===== config.mk =====
export PLATFORM = sky130hd
export DESIGN_NAME = kitchen_countdown_flat
export DESIGN_NICKNAME = d
export VERILOG_FILES = /design/src/rtl/kitchen_countdown_if.sv /design/src/rtl/kitchen_countdown.sv /design/src/flat_wrapper.sv
export SDC_FILE = /design/constraint.sdc
export NUM_CORES = 1
export LEC_CHECK = 0
export ABC_AREA = 1
export BUFFER_PORTS_ARGS = -buffer_cell sky130_fd_sc_hd__buf_2
export CORE_MARGIN = 1.5
export CORE_UTILIZATION = 35
export CTS_CLUSTER_DIAMETER = 200
export DETAILED_ROUTE_END_ITERATION = 6
export SYNTH_ARGS = -nofsm -noshare
export SYNTH_HDL_FRONTEND = slang
export SYNTH_SLANG_ARGS = --single-unit

===== constraint.sdc =====
create_clock -name clk -period 2.2 [get_ports clk]
set_clock_uncertainty 0.15 [all_clocks]
set_input_delay 0.22 -clock clk [delete_from_list [all_inputs] [get_ports clk]]
set_output_delay 0.22 -clock clk [all_outputs]
set_load 0.02 [all_outputs]

===== src/rtl/kitchen_countdown_if.sv =====
// Front-panel bus of the kitchen countdown timer: tick and button pulses in,
// BCD display digits and status flags out.
interface kitchen_countdown_if;
   logic       tick;
   logic       btn_min;
   logic       btn_sec;
   logic       btn_startstop;
   logic       btn_clear;
   logic [3:0] bin3;
   logic [3:0] bin2;
   logic [3:0] bin1;
   logic [3:0] bin0;
   logic       running;
   logic       alarm;

   modport master (
      output tick, btn_min, btn_sec, btn_startstop, btn_clear,
      input  bin3, bin2, bin1, bin0, running, alarm
   );

   modport slave (
      input  tick, btn_min, btn_sec, btn_startstop, btn_clear,
      output bin3, bin2, bin1, bin0, running, alarm
   );
endinterface


===== src/rtl/kitchen_countdown.sv =====
// MM:SS kitchen countdown timer with button set-up, start/pause and a timed
// alarm that returns to IDLE on its own after ALARM_SECS ticks.
//
// state  | meaning
// IDLE   | setting time with btn_min/btn_sec; startstop starts if time nonzero
// RUN    | counting down one second per tick
// PAUSED | digits held, waiting for startstop to resume
// ALARM  | 00:00 reached; alarm high until ALARM_SECS ticks or a button
module kitchen_countdown #(
   parameter int ALARM_SECS = 10
) (
   input  logic                 clk,
   input  logic                 reset,
   kitchen_countdown_if.slave   bus
);

   typedef enum logic [1:0] {
      IDLE   = 2'd0,
      RUN    = 2'd1,
      PAUSED = 2'd2,
      ALARM  = 2'd3
   } state_t;

   localparam logic [7:0] ALARM_LOAD = 8'(ALARM_SECS);

   state_t      state;
   state_t      state_nxt;
   logic [15:0] digits;
   logic [15:0] digits_nxt;
   logic [7:0]  alarm_cnt;
   logic [7:0]  alarm_cnt_nxt;
   logic        running_q;
   logic        alarm_q;
   logic        time_zero;
   logic        time_one;

   // Increment a two-digit BCD field 00..59 with wrap to 00.
   function automatic logic [7:0] inc59(input logic [7:0] f);
      logic [7:0] r;
      if (f[3:0] == 4'd9) begin
         r[3:0] = 4'd0;
         r[7:4] = (f[7:4] == 4'd5) ? 4'd0 : f[7:4] + 4'd1;
      end else begin
         r[7:4] = f[7:4];
         r[3:0] = f[3:0] + 4'd1;
      end
      return r;
   endfunction

   // Subtract one second from a nonzero MM:SS value with BCD borrow.
   function automatic logic [15:0] dec_mmss(input logic [15:0] t);
      logic [15:0] r;
      r = t;
      if (t[3:0] != 4'd0) begin
         r[3:0] = t[3:0] - 4'd1;
      end else begin
         r[3:0] = 4'd9;
         if (t[7:4] != 4'd0) begin
            r[7:4] = t[7:4] - 4'd1;
         end else begin
            r[7:4] = 4'd5;
            if (t[11:8] != 4'd0) begin
               r[11:8] = t[11:8] - 4'd1;
            end else begin
               r[11:8]  = 4'd9;
               r[15:12] = t[15:12] - 4'd1;
            end
         end
      end
      return r;
   endfunction

   assign time_zero = (digits == 16'h0000);
   assign time_one  = (digits == 16'h0001);

   always_comb begin
      state_nxt     = state;
      digits_nxt    = digits;
      alarm_cnt_nxt = alarm_cnt;
      case (state)
         IDLE: begin
            if (bus.btn_clear) begin
               digits_nxt = 16'h0000;
            end else if (bus.btn_startstop) begin
               if (!time_zero) state_nxt = RUN;
            end else begin
               if (bus.btn_min) digits_nxt[15:8] = inc59(digits[15:8]);
               if (bus.btn_sec) digits_nxt[7:0]  = inc59(digits[7:0]);
            end
         end
         RUN: begin
            if (bus.btn_clear) begin
               state_nxt  = IDLE;
               digits_nxt = 16'h0000;
            end else if (bus.btn_startstop) begin
               state_nxt = PAUSED;
            end else if (bus.tick) begin
               digits_nxt = dec_mmss(digits);
               if (time_one) begin
                  state_nxt     = ALARM;
                  alarm_cnt_nxt = ALARM_LOAD;
               end
            end
         end
         PAUSED: begin
            if (bus.btn_clear) begin
               state_nxt  = IDLE;
               digits_nxt = 16'h0000;
            end else if (bus.btn_startstop) begin
               state_nxt = RUN;
            end
         end
         ALARM: begin
            // Down-counter of remaining alarm ticks; terminal count at 1.
            if (bus.btn_clear || bus.btn_startstop) begin
               state_nxt     = IDLE;
               alarm_cnt_nxt = 8'd0;
            end else if (bus.tick) begin
               if (alarm_cnt <= 8'd1) begin
                  state_nxt     = IDLE;
                  alarm_cnt_nxt = 8'd0;
               end else begin
                  alarm_cnt_nxt = alarm_cnt - 8'd1;
               end
            end
         end
         default: begin
            state_nxt     = IDLE;
            digits_nxt    = 16'h0000;
            alarm_cnt_nxt = 8'd0;
         end
      endcase
   end

   always_ff @(posedge clk) begin
      if (reset) begin
         state     <= IDLE;
         digits    <= 16'h0000;
         alarm_cnt <= 8'd0;
         running_q <= 1'b0;
         alarm_q   <= 1'b0;
      end else begin
         state     <= state_nxt;
         digits    <= digits_nxt;
         alarm_cnt <= alarm_cnt_nxt;
         running_q <= (state_nxt == RUN);
         alarm_q   <= (state_nxt == ALARM);
      end
   end

   assign bus.bin3    = digits[15:12];
   assign bus.bin2    = digits[11:8];
   assign bus.bin1    = digits[7:4];
   assign bus.bin0    = digits[3:0];
   assign bus.running = running_q;
   assign bus.alarm   = alarm_q;

endmodule


===== src/flat_wrapper.sv =====
// flat-port wrapper written by rule: the top's interface ports become plain ports
module kitchen_countdown_flat 
#(
   parameter int ALARM_SECS = 10
)
  (clk, reset, bus_tick, bus_btn_min, bus_btn_sec, bus_btn_startstop, bus_btn_clear, bus_bin3, bus_bin2, bus_bin1, bus_bin0, bus_running, bus_alarm);
  kitchen_countdown_if bus_i ();
  input  logic clk;
  input  logic reset;
  input wire logic [$bits(bus_i.tick)-1:0] bus_tick;
  input wire logic [$bits(bus_i.btn_min)-1:0] bus_btn_min;
  input wire logic [$bits(bus_i.btn_sec)-1:0] bus_btn_sec;
  input wire logic [$bits(bus_i.btn_startstop)-1:0] bus_btn_startstop;
  input wire logic [$bits(bus_i.btn_clear)-1:0] bus_btn_clear;
  output wire logic [$bits(bus_i.bin3)-1:0] bus_bin3;
  output wire logic [$bits(bus_i.bin2)-1:0] bus_bin2;
  output wire logic [$bits(bus_i.bin1)-1:0] bus_bin1;
  output wire logic [$bits(bus_i.bin0)-1:0] bus_bin0;
  output wire logic [$bits(bus_i.running)-1:0] bus_running;
  output wire logic [$bits(bus_i.alarm)-1:0] bus_alarm;
  assign bus_i.tick = bus_tick;
  assign bus_i.btn_min = bus_btn_min;
  assign bus_i.btn_sec = bus_btn_sec;
  assign bus_i.btn_startstop = bus_btn_startstop;
  assign bus_i.btn_clear = bus_btn_clear;
  assign bus_bin3 = bus_i.bin3;
  assign bus_bin2 = bus_i.bin2;
  assign bus_bin1 = bus_i.bin1;
  assign bus_bin0 = bus_i.bin0;
  assign bus_running = bus_i.running;
  assign bus_alarm = bus_i.alarm;
  kitchen_countdown #(.ALARM_SECS(ALARM_SECS)) u_core (.clk(clk), .reset(reset), .bus(bus_i));
endmodule

==> flow_metrics.tcl, run 1 <==
set metrics [dict create \
    p_int_mw 1.291 \
    synthAdderAreaFrac_pct 10.85 \
    period_needed_ns 2.022 \
    clockPowerShare_pct 17.9 \
    seqCellArea_um2 561.8 \
    drt-initial-drc-count 101 \
    synth_cells 353 \
    wl_um 5129 \
    cts_sinks 28 \
    critPathCaptureType "flop" \
    critPathLaunchType "flop" \
    setup_tns_ns 0 \
    io_pins 25 \
    num_vias 2248 \
    arrival_ns 2.06 \
    synth_nets 380 \
    num-fill-cells 682 \
    nets 409 \
    async_flop_share_pct 0 \
    first_global_vias 1960 \
    grt_antenna_before_repair 0 \
    p_comb_share_pct 51.6 \
    viasPerCell 4.908 \
    max_stage_delay_ns 0.39 \
    cp.required_ns 2.24 \
    grt_pass1_wl_um 8880 \
    worstSetupPathType "flop to flop" \
    seqPwrFrac_pct 30.5 \
    dpl.hpwl_um 4044 \
    worstMarginPinSlew_ns 0.4852 \
    yosys_warnings 0 \
    synth_top_area_share_pct 24.30 \
    syn2layout_area_growth_pct 12.91 \
    synth_seq_cells 28 \
    syn_area_per_cell_um2 6.536 \
    clockBufferDepth 2 \
    start_util_pct 36.33 \
    design_area_um2 2605 \
    synth_ff_type "dfxtp_1" \
    ys_top_cells_by_area "dfxtp_1 (24%), nand2_1 (12%), ha_1 (11%), nor2_1 (8.3%), inv_1 (7.3%)" \
    track_usage_pct 15.03 \
    yosysMostFrequentCell "nand2_1" \
    cts_tree "built" \
    switching_share_pct 45.87 \
    synth_top_family_by_area "simple AND/OR/NAND/NOR gates" \
    post_cts_buffers 0 \
    max_freq_ghz 0.4945 \
    period_share_pct 91.92 \
    cap_violations 0 \
    clk_latency_ns 0.29 \
    dieArea_um2 7088 \
    yosys-top-cells-count "nand2_1 (74), nor2_1 (51), inv_1 (45)" \
    crit_fanout 5 \
    synth_edf_count 0 \
    synth_compound_area_share_pct 13.18 \
    leakage_nw 1.280 \
    wl_per_cell_um 11.20 \
    multi_input_area_um2 1534 \
    ys_types 35 \
    ant_nets 0 \
    ys_seq_area_share_pct 24.30 \
    maxSlewViolCount 0 \
    place_area_um2 2529 \
    numPortBuffers 24 \
    synth-xor-area-share_pct 4.555 \
    clkSlewWorstSetupHoldPaths_ns 0.11 \
    cts-root-buf "clkbuf_8" \
    muxShareOfSynthArea_pct 0 \
    dr.pass1.iters 4 \
    syn_area_um2 2307 \
    grt_max_degree 17 \
    hold_viol_final 0 \
    yosysTopAreaCell "dfxtp_1" \
    powerDensity_nw_per_um2 915.8 \
    switching_power_mw 1.094 \
    cp_cell_sequence "inv_1, ha_1, inv_1, nand2_1, o21ai_2, nor2_4, nand2_2, inv_2, o21ai_0, nor2_1" \
    drive_gt1_share_pct 16.80 \
    cp_common_cell "inv_1" \
    status "completed" \
    worstHoldPathType "input pin to flop" \
    post-route-drc-count 0 \
    cts_hold_buf 0 \
    rsz0062_at_grt "no" \
    setup_viol 0 \
    die_height_um 84.19 \
    numCtsBuffers 3 \
    synth_simple_gate_area_share_pct 37.74 \
    relSlewSlack_pct 67.40 \
    antennaDiodeCount 0 \
    fp-row-count 29 \
    core_area_um2 6350 \
    gp_congestion 0.8566 \
    ir_worst_vdd_mv 0.3724 \
    cts_max_level 1 \
    die_w_um 84.19 \
    cp_slowest_cell "dfxtp_1" \
    grt_remaining_overflow 0 \
]
[worst max-delay path, delay by kind of cell, from the launching register on]
kind                       cells  cell delay [ns]
buffers and inverters          3             0.34
AOI/OAI and AO/OA              2             0.39
DFF                            1             0.39
adders and majority gates      1             0.29
and+or+nand+nor                4             0.36
[area by class of cell]
type	count	share of cell area [%]
flip-flops and latches	28	21.57
multi-input cells	271	58.89
inverters	50	7.349
repair buffers	28	5.764
clock inverters	1	1.153
well taps	77	3.698
clock buffers	3	1.585
[power groups by stage]
stage | sequential (mW) | clock [mW] | combinational [mW]
finish | 0.727 | 0.427 | 1.23
global placement | 0.740 | 0 | 1.22
CTS | 0.730 | 0.448 | 1.23
floorplan | 0.805 | 0 | 0.874
detailed placement | 0.742 | 0 | 1.23
global route | 0.750 | 0.470 | 1.39
[flip-flops by register name, summed over array words and instances, names as in the netlist]
| name | flops |
|---|---|
| u_core.alarm_cnt | 8 |
| u_core.digits | 16 |
| u_core.state | 2 |
| u_core.bus.running | 1 |
| u_core.bus.alarm | 1 |
[cell usage in the layout, fill, tap and decap left out]
| cell | count |
|---|---|
| o21a_1 | 1 |
| nand2_4 | 3 |
| a21oi_4 | 1 |
| nor2_1 | 51 |
| nor3_1 | 5 |
| nand3_1 | 30 |
| o21ai_0 | 18 |
| clkbuf_8 | 3 |
| nand2_1 | 74 |
| o21ai_2 | 2 |
| o211ai_1 | 1 |
| xor2_1 | 7 |
| dfxtp_2 | 1 |
| buf_4 | 4 |
| and3_1 | 1 |
| o22ai_1 | 5 |
| inv_2 | 3 |
| a211oi_1 | 1 |
| xnor2_1 | 5 |
| o21ai_1 | 8 |
| inv_1 | 45 |
| a22oi_2 | 1 |
| dfxtp_1 | 27 |
| nor2_4 | 4 |
| o31ai_1 | 1 |
| nand4_1 | 3 |
| bufinv_16 | 1 |
| buf_2 | 24 |
| nand3_4 | 1 |
| clkinv_2 | 1 |
| a21oi_1 | 14 |
| nor2_2 | 5 |
| inv_4 | 1 |
| nor2_8 | 1 |
| ha_1 | 20 |
| nand3_2 | 1 |
| nand2_2 | 7 |
[repair_timing]
action | in CTS | in global routing
resized for setup | 0 | 2
setup endpoints to repair | 0 | 4
hold endpoints to repair | 0 | 0
[per-stage QoR]
stage          std cells  util [%]  hold WS, ns  total power, mW  worst slack [ns]
5_1_grt              458     41.02      0.05190            2.610          0.008748
6_report             458     41.02      0.05332            2.386            0.1778
4_1_cts              458     40.95      0.04726            2.412            0.1560
3_3_place_gp         454     39.82       0.3052            1.965            0.1770
2_1_floorplan        353         -       0.1391            1.680            0.3839
3_5_place_dp         454     39.82       0.3070            1.970            0.1825
[cell families (layout without fill, tap and decap cells)]
kind of cell,Yosys count,after routing
and+or+nand+nor,186,186
adders and majority gates,20,20
buffers and inverters,54,82
xor gates and xnor gates,12,12
AOI/OAI and AO/OA,53,53
DFF,28,28
[worst paths after layout]
check                            from                   to  slack [ns]  cells after the start
setup / recovery      u_core.state[0]     u_core.digits[3]        0.18                     10
hold / removal                  reset      u_core.state[1]        0.05                      2
setup reg to reg      u_core.state[0]     u_core.digits[3]        0.18                     10
hold reg to reg   u_core.alarm_cnt[1]  u_core.alarm_cnt[1]        0.32                      2
[layer usage]
metal | routed length [um] | up-vias | share of wire [%] | global-route usage [%]
met5 | 0 | - | 0 | 0
met1 | 2585 | 1024 | 50 | 20.79
met2 | 2319 | 29 | 45 | 24.51
met4 | 61 | 0 | 1.2 | 4.471
li1 | - | 1190 | - | -
met3 | 163 | 5 | 3.2 | 1.868
No activity file was read; power rests on OpenSTA's default activity.
==> run 2, diff against run 1 <==
- RECOVER_POWER: not set -> 100
==> run 2 against run 1 <==
Against the previous run:
- sequential share of layout area is 0.28 points higher
- largest power group unchanged
- non-clock buffer count stayed put
- die area did not move
- design area fell by 1.3%
- critical path type unchanged
- critical endpoint is now u_core.digits[9]
- cell count is the same
==> flow_metrics.tcl, run 2 (synthesized netlist as in run 1, its figures left out) <==
set metrics [dict create \
    post-route-drc-count 0 \
    total_power_mw 2.355 \
    dieArea_um2 7088 \
    setup_tns_ns 0 \
    post_cts_buffers 0 \
    viasPerCell 4.865 \
    numPortBuffers 24 \
    largest_register_ffs 16 \
    core_area_um2 6350 \
    die_w_um 84.19 \
    syn2layout_area_growth_pct 11.44 \
    cts_tree "built" \
    switching_share_pct 46.33 \
    cts_max_level 1 \
    setup_viol 0 \
    largest_registers "u_core.digits (16), u_core.alarm_cnt (8), u_core.state (2)" \
    leakage_nw 1.209 \
    fp-row-count 29 \
    seqPwrFrac_pct 31.0 \
    cts_sinks 28 \
    grt_antenna_before_repair 0 \
    clk_latency_ns 0.29 \
    largest-register "u_core.digits" \
    wl_per_cell_um 11.30 \
    clockBufferDepth 2 \
    drt-initial-drc-count 85 \
    max_stage_delay_ns 0.39 \
    wl_um 5176 \
    cts_hold_buf 0 \
    clockPowerShare_pct 18.2 \
    powerDensity_nw_per_um2 916.0 \
    clkSlewWorstSetupHoldPaths_ns 0.11 \
    grt_pass1_wl_um 8880 \
    p_comb_share_pct 50.9 \
    ant_nets 0 \
    dr.pass1.iters 4 \
    final_cells 458 \
    post-place-ws_ns 0.1825 \
    start_util_pct 36.33 \
    maxSlewViolCount 0 \
    ir_worst_vdd_mv 0.3689 \
    cts-root-buf "clkbuf_8" \
    cp_slowest_cell "dfxtp_1" \
    numCtsBuffers 3 \
    place_inst 454 \
    crit_fanout 8 \
    critPathCaptureType "flop" \
    antennaDiodeCount 0 \
    cap_violations 0 \
    rsz0062_at_grt "no" \
    dpl.hpwl_um 4044 \
    hold_viol_final 0 \
    first_global_vias 1960 \
    grt_remaining_overflow 0 \
    cp_cell_sequence "inv_1, ha_1, inv_1, nand2_1, o21ai_2, a21oi_4, nand2_1, o21ai_0, a21oi_1" \
    relSlewSlack_pct 67.40 \
    final_common_cell "nand2_1" \
    nets 409 \
    gp_congestion 0.8566 \
    drive_gt1_share_pct 11.29 \
    critPathLaunchType "flop" \
    max_freq_ghz 0.4896 \
    die_height_um 84.19 \
    period_needed_ns 2.042 \
    worstMarginPinSlew_ns 0.4852 \
    setup_ws_ns 0.1576 \
    num_vias 2228 \
    cp.required_ns 2.27 \
    p_int_mw 1.264 \
    worstHoldPathType "input pin to flop" \
    arrival_ns 2.12 \
    final_cell_mix "nand2_1 (76), nor2_1 (51), inv_1 (46), nand3_1 (30), dfxtp_1 (27)" \
    grt_max_degree 17 \
    track_usage_pct 15.03 \
    period_share_pct 92.84 \
    io_pins 25 \
    worstSetupPathType "flop to flop" \
    status "completed" \
    switching_power_mw 1.091 \
]
==> run 2: final timing paths <==
path                  startpoint             endpoint  slack (ns)  cells after the start
max              u_core.state[0]     u_core.digits[9]        0.16                      9
min                        reset  u_core.alarm_cnt[1]        0.05                      2
max reg2reg      u_core.state[0]     u_core.digits[9]        0.16                      9
min reg2reg  u_core.alarm_cnt[1]  u_core.alarm_cnt[1]        0.32                      2
==> run 2: worst max-delay path, delay by kind of cell (launching register included) <==
| family | cells | cell delay [ns] |
|---|---|---|
| AO/OA/AOI/OAI | 4 | 0.54 |
| flip-flops | 1 | 0.39 |
| AND/OR/NAND/NOR | 2 | 0.32 |
| adder cells (fa/ha/maj) | 1 | 0.29 |
| buffers and inverters | 2 | 0.28 |
==> run 2: area by class of cell <==
class	count	area, um^2
Timing Repair Buffer	28	127.6
Clock buffer	3	41.29
Inverter	50	190.2
Fill cell	689	3779
Clock inverter	1	30.03
Tap cell	77	96.34
Sequential cell	28	561.8
Multi-Input combinational cell	271	1524
==> run 2: what timing repair did <==
action                                  CTS  global route
endpoints found under the setup margin    0             4
hold endpoints to repair                  0             0
gates resized for setup                   0             2
==> run 2: power by group through the flow <==
stage	clock [mW]	sequential (mW)	combinational (mW)
after floorplan	0	0.805	0.874
after global placement	0	0.740	1.22
after detailed placement	0	0.742	1.23
after CTS	0.448	0.730	1.23
after global routing	0.470	0.752	1.35
final	0.428	0.730	1.20
==> run 2: layer usage <==
metal  GRT usage (%)  share of wire [%]  routed length (um)
met5               0                  0                   0
met4           4.471                1.2                  61
met3           1.868                2.7                 141
met2           24.51                 45                2336
met1           20.79                 51                2636
==> run 2: through the flow <==
step	util (%)	hold WS (ns)	instance area (um^2)
3_5_place_dp	39.82	0.3070	2529
6_report	40.49	0.05387	2571
4_1_cts	40.95	0.04726	2600
5_1_grt	40.49	0.05190	2571
2_1_floorplan	-	0.1391	2307
3_3_place_gp	39.82	0.3052	2529
